--- config.mk ---
export PLATFORM = sky130hd
export DESIGN_NAME = iro_sequencer
export DESIGN_NICKNAME = d
export VERILOG_FILES = /design/src/rtl/iro_pkg.sv /design/src/rtl/iro_sync.sv /design/src/rtl/iro_sequencer.sv
export SDC_FILE = /design/constraint.sdc
export NUM_CORES = 1
export LEC_CHECK = 0
export CORE_MARGIN = 1
export CORE_UTILIZATION = 35
export DETAILED_ROUTE_END_ITERATION = 12
export GPL_TIMING_DRIVEN = 0
export PLACE_DENSITY = 0.64
export SYNTH_ARGS = -nofsm -noshare
export SYNTH_HDL_FRONTEND = slang
export SYNTH_SLANG_ARGS = --single-unit
--- constraint.sdc ---
create_clock -name clk -period 3.15 [get_ports clk]
set_input_delay 0.7875 -clock clk [delete_from_list [all_inputs] [get_ports clk]]
set_output_delay 0.7875 -clock clk [all_outputs]
set_load 0.01 [all_outputs]
--- src/rtl/iro_pkg.sv ---
// Shared types and constants for the ring-oscillator measurement sequencer.
// Imported by the sequencer and its testbench.
package iro_pkg;

  localparam int DEF_N_STAGES = 25;
  localparam int LOAD_CYCLES  = 2 * DEF_N_STAGES;

  typedef enum logic [2:0] {
    S_IDLE,
    S_LOAD,
    S_RUN,
    S_HOLD,
    S_CAPTURE,
    S_DONE
  } state_t;

endpackage

--- src/rtl/iro_sync.sv ---
// Multi-flop synchronizer for a bus of asynchronous oscillator phases.
// Each bit is synchronized independently; the bus is not coherent.
module iro_sync #(
  parameter int W      = 16,
  parameter int STAGES = 2
) (
  input  logic         clk,
  input  logic         rst,
  input  logic [W-1:0] d,
  output logic [W-1:0] q
);

  logic [W-1:0] ff [STAGES];

  always_ff @(posedge clk) begin
    if (rst) begin
      for (int i = 0; i < STAGES; i++) ff[i] <= '0;
    end else begin
      ff[0] <= d;
      for (int i = 1; i < STAGES; i++) ff[i] <= ff[i-1];
    end
  end

  assign q = ff[STAGES-1];

endmodule

--- src/rtl/iro_sequencer.sv ---
// Runs one measurement on the ring oscillator: seed load, free run,
// hold, phase capture. Sole driver of the oscillator control pins.
module iro_sequencer
  import iro_pkg::*;
#(
  parameter int N_STAGES      = DEF_N_STAGES,
  parameter int RUN_W         = 16,
  parameter int SETTLE_CYCLES = 4,
  parameter int SYNC_STAGES   = 2
) (
  input  logic                clk,
  input  logic                rst,
  input  logic                start,
  input  logic                abort,
  input  logic [N_STAGES-1:0] cfg_seed,
  input  logic [3:0]          cfg_n_stages,
  input  logic [RUN_W-1:0]    cfg_run_cycles,
  output logic                busy,
  output logic                done,
  output logic [15:0]         phases_q,
  output logic [RUN_W-1:0]    edge_count,
  output logic                iro_rst_n,
  output logic                iro_enable,
  output logic                iro_hold,
  output logic                iro_bclk,
  output logic                iro_bdat,
  output logic [3:0]          iro_n_stages,
  input  logic [15:0]         iro_phases
);

  state_t              state;
  logic [N_STAGES-2:0] seed_sr;
  logic [RUN_W-1:0]    run_len;
  logic [RUN_W-1:0]    cnt;
  logic [15:0]         ph_sync;
  logic                ph0_d;
  logic                rise;

  iro_sync #(
    .W      (16),
    .STAGES (SYNC_STAGES)
  ) u_sync (
    .clk (clk),
    .rst (rst),
    .d   (iro_phases),
    .q   (ph_sync)
  );

  assign rise = ph_sync[0] & ~ph0_d;

  always_ff @(posedge clk) begin
    if (rst) begin
      state        <= S_IDLE;
      seed_sr      <= '0;
      run_len      <= '0;
      cnt          <= '0;
      ph0_d        <= 1'b0;
      busy         <= 1'b0;
      done         <= 1'b0;
      phases_q     <= '0;
      edge_count   <= '0;
      iro_rst_n    <= 1'b0;
      iro_enable   <= 1'b0;
      iro_hold     <= 1'b0;
      iro_bclk     <= 1'b0;
      iro_bdat     <= 1'b0;
      iro_n_stages <= '0;
    end else begin
      iro_rst_n <= 1'b1;
      ph0_d     <= ph_sync[0];
      done      <= 1'b0;
      if (abort && state != S_IDLE) begin
        state      <= S_IDLE;
        busy       <= 1'b0;
        iro_enable <= 1'b0;
        iro_hold   <= 1'b0;
        iro_bclk   <= 1'b0;
        iro_bdat   <= 1'b0;
      end else begin
        unique case (state)
          S_IDLE: begin
            if (start) begin
              seed_sr      <= cfg_seed[N_STAGES-2:0];
              iro_bdat     <= cfg_seed[N_STAGES-1];
              iro_bclk     <= 1'b0;
              iro_n_stages <= cfg_n_stages;
              run_len      <= (cfg_run_cycles == '0) ?
                              RUN_W'(1) : cfg_run_cycles;
              cnt          <= RUN_W'(N_STAGES - 1);
              edge_count   <= '0;
              busy         <= 1'b1;
              state        <= S_LOAD;
            end
          end
          // bclk low cycle presents a bit, high cycle clocks it in
          S_LOAD: begin
            if (!iro_bclk) begin
              iro_bclk <= 1'b1;
            end else begin
              iro_bclk <= 1'b0;
              if (cnt != '0) begin
                cnt      <= cnt - 1'b1;
                iro_bdat <= seed_sr[N_STAGES-2];
                seed_sr  <= {seed_sr[N_STAGES-3:0], 1'b0};
              end else begin
                iro_bdat   <= 1'b0;
                iro_enable <= 1'b1;
                cnt        <= RUN_W'(1);
                state      <= S_RUN;
              end
            end
          end
          S_RUN: begin
            if (rise && edge_count != '1)
              edge_count <= edge_count + 1'b1;
            if (cnt == run_len) begin
              iro_hold <= 1'b1;
              cnt      <= RUN_W'(1);
              state    <= S_HOLD;
            end else begin
              cnt <= cnt + 1'b1;
            end
          end
          S_HOLD: begin
            if (cnt == RUN_W'(SETTLE_CYCLES))
              state <= S_CAPTURE;
            else
              cnt <= cnt + 1'b1;
          end
          S_CAPTURE: begin
            phases_q   <= ph_sync;
            done       <= 1'b1;
            busy       <= 1'b0;
            iro_enable <= 1'b0;
            iro_hold   <= 1'b0;
            state      <= S_DONE;
          end
          S_DONE: begin
            state <= S_IDLE;
          end
          default: begin
            state <= S_IDLE;
          end
        endcase
      end
    end
  end

endmodule

==> results.py <==
metrics = {
    "outcome": {
        "outcome": "completed",
    },
    "power": {
        "peakVddDrop_mv": 0.429,
        "powerDensity_mw_per_mm2": 657,
        "p_leak_nw": 2.76,
    },
    "clock_tree": {
        "cts_buffers": 17,
        "cts_tree": "yes",
        "clkSlewWorstSetupHoldPaths_ns": 0.06,
        "clockRootBuffer": "clkbuf_16",
        "cts.sinks": 135,
        "clock_path_buffers": 2,
        "ctsHtreeMaxLevel": 4,
        "insertion_delay_ns": 0.42,
    },
    "global_route": {
        "grtUsageMet2": 0.312,
        "antenna_found_initial": 0,
        "grt.total_usage": 0.191,
        "top_usage_layer": "met2",
        "use_met1": 0.250,
        "grt_max_degree": 17,
        "grt_pass1_vias": 5295,
        "grt_overflow_total": 0,
        "grt_pass1_wl_um": 26900,
        "met3_usage": 0.0472,
    },
    "timing": {
        "setup_viol": 0,
        "worst_slack_ns": 0.0774,
        "min_period_ns": 3.07,
        "final-hold-violation-count": 0,
        "fin_setup_tns_ns": 0,
        "drv_slew": 0,
        "tightest_slew_ns": 1.07,
        "skew_ns": 0.00893,
        "finalCritPeriodShare": 0.975,
        "fmax_mhz": 325,
        "rsz0062_at_grt": "true",
        "relSlewSlack": 0.282,
    },
    "placed_design": {
        "hpwl_um": 12000,
        "routabilityCongestion": 0.898,
        "pre_cts_slack_ns": -0.461,
        "numPortBuffers": 107,
    },
    "drt": {
        "vias": 5570,
        "detail-route-antenna-nets": 0,
        "drc": 0,
        "first_pass_iters": 5,
        "routed_wl_um": 16600,
        "avgViaCountPerCell": 5.13,
        "drtIter0Drc": 480,
        "routedWlPerCell_um": 15.3,
    },
    "flow_run": {
        "max-cap-violations": 0,
    },
    "critical_path": {
        "crit_path_start": "abort",
        "crit_required_ns": 3.49,
        "max_stage_delay_ns": 0.63,
        "crit_chain": "clkdlybuf4s50_1, or4_1, a31o_2, a211oi_4, buf_2, nand4_1, a22oi_1",
        "path_class": "input port to flop",
        "cp.arrival_ns": 3.41,
        "critPathCaptureType": "flop",
        "cpMaxStageDelayCell": "or4_1",
        "critPathMaxFanout": 10,
        "rr_startpoint": "cnt[0]$_SDFFE_PP0P_",
        "cp_top_family": "compound AO/OA/AOI/OAI gates",
        "cp-start-kind": "input port",
        "crit_buf_inv": 2,
    },
    "synth": {
        "syn-num-nets": 795,
        "synth-compound-area-share": 0.182,
        "synth-xor-area-share": 0.0434,
        "synth_edf_count": 0,
        "synth-simple-area-share": 0.273,
        "synthesis.area_sq_mm": 0.00605,
        "synth_top_family_by_area": "simple AND/OR/NAND/NOR gates",
        "synth_area_leaders": "dfxtp_1, nand2_1, a311oi_2",
        "synthAdderAreaFrac": 0.00620,
        "ys_ff_latch": 135,
        "avgSynthCellArea_sq_um": 8.32,
        "yosysMostFrequentCell": "nand2_1",
        "muxShareOfSynthArea": 0.00496,
        "synthFlopType": "dfxtp_1",
        "synth_common_cells": "nand2_1, dfxtp_1, nor2_1",
        "netlist-cell-type-count": 62,
        "synthArstFlopShare": 0,
        "netlist_instances": 727,
        "ys_seq_area_frac": 0.447,
        "ys_warn_count": 0,
        "yosys.area.top_type_share": 0.447,
        "yosys.area.top_type": "dfxtp_1",
    },
    "die": {
        "die_w_um": 133,
        "dieArea_sq_mm": 0.0178,
        "rows": 47,
        "die_h_um": 133,
        "ios": 108,
        "start_util": 0.361,
        "core_area_sq_mm": 0.0168,
    },
    "final_layout": {
        "synthToLayoutAreaGrowth_pct": 31.8,
        "nets": 921,
        "n_antenna_cell": 0,
        "layout-drive-gt1-share": 0.0912,
    },
    "worst_hold_path": {
        "min_from": "u_sync.ff[0][9]$_SDFF_PP0_",
        "hp-class": "flop to flop",
    },
}
## flip-flops by register name, summed over array words and instances, names as in the netlist
name and count:
u_sync.ff 32, seed_sr 24, cnt 16, edge_count 16, phases_q 16, run_len 16
iro_n_stages 4, state 3, busy 1, done 1, iro_bclk 1, iro_bdat 1
iro_enable 1, iro_hold 1, iro_rst_n 1, ph0_d 1
## metrics by stage
step / power [W] / area [sq um] / std cells / hold slack [ns] / util
after floorplan: 0.00297 / 6050 / 727 / 0.414 / -
after global placement: 0.00336 / 7400 / 1054 / 0.419 / 0.441
after detailed placement: 0.00337 / 7400 / 1054 / 0.420 / 0.441
after CTS: 0.00526 / 7970 / 1086 / 0.433 / 0.475
after global routing: 0.00550 / 7980 / 1086 / 0.444 / 0.476
final: 0.00524 / 7980 / 1086 / 0.431 / 0.476
## report_power, final
part | internal (W) | switching (W)
Clock | 0.00104 | 0.000841
Combinational | 0.000556 | 0.000849
Sequential | 0.00187 | 0.0000900
Total | 0.00346 | 0.00178
## cell usage in the layout (no fill, tap or decap), types with 3 or more instances in the layout
cell and instances:
a31o_2 3, inv_1 7, or4_1 6, and3_1 6
buf_2 8, nor4_1 16, a2bb2oi_1 3, inv_6 5
nand4_1 17, inv_8 4, a311oi_1 4, a211oi_1 8
o211ai_1 3, clkdlybuf4s50_1 107, nor2b_1 36, nor2_1 70
a31oi_1 10, dfxtp_1 135, a22oi_1 3, o21ai_0 9
mux2i_1 3, clkbuf_1 41, nor3_1 14, xnor2_1 19
nand3_1 19, clkinvlp_4 5, a311oi_2 20, a21oi_1 51
a221oi_1 4, clkbuf_16 17, ha_1 3, buf_6 3
xor2_1 11, nand2_1 147
## final cells by class
class / count / area, sq um
Buffer: 54 / 236
Clock buffer: 17 / 425
Clock inverter: 15 / 135
Fill cell: 1671 / 8780
Inverter: 8 / 30.0
Multi-Input combinational cell: 530 / 3100
Sequential cell: 135 / 2700
Tap cell: 220 / 275
Timing Repair Buffer: 107 / 1070
## worst reg2reg max path, cell delays in order, from the launching register on
cell and delay (ns):
dfxtp_1 0.31, clkbuf_1 0.22, inv_1 0.11, ha_1 0.23, or3b_2 0.45, clkbuf_1 0.19
or4_1 0.41, buf_2 0.21, nand2_2 0.17, nor2_2 0.12, a221oi_1 0.32, a22oi_1 0.14
## final timing paths
path,slack (ns),cells after the start,end
worst max-delay path,0.08,7,cnt[7]$_SDFFE_PP0P_
worst min-delay path,0.43,1,u_sync.ff[0][25]$_SDFF_PP0_
worst max register to register,0.12,11,cnt[7]$_SDFFE_PP0P_
worst min register to register,0.43,1,u_sync.ff[0][25]$_SDFF_PP0_
## what timing repair did
item,in CTS,in global routing
hold buffers,0,0
buffers inserted,0,0
setup endpoints to repair,3,17
pin swaps,0,0
resized for setup,1,5
## routing by layer
| metal | part of all wire | vias to the layer above |
|---|---|---|
| met4 | 0.0087 | 0 |
| met3 | 0.068 | 12 |
| met5 | 0 | - |
| met2 | 0.47 | 194 |
| met1 | 0.46 | 2557 |
| li1 | - | 2807 |
## logic make-up (layout without fill, tap and decap cells)
logic type,Yosys count,in the layout
buffers and inverters,62,201
multiplexers,3,3
XOR/XNOR,30,30
AND/OR/NAND/NOR,351,351
AO/OA/AOI/OAI,143,143
adder cells (fa/ha/maj),3,3
flip-flops,135,135
Note: power is estimated with default switching activity, not from simulation.
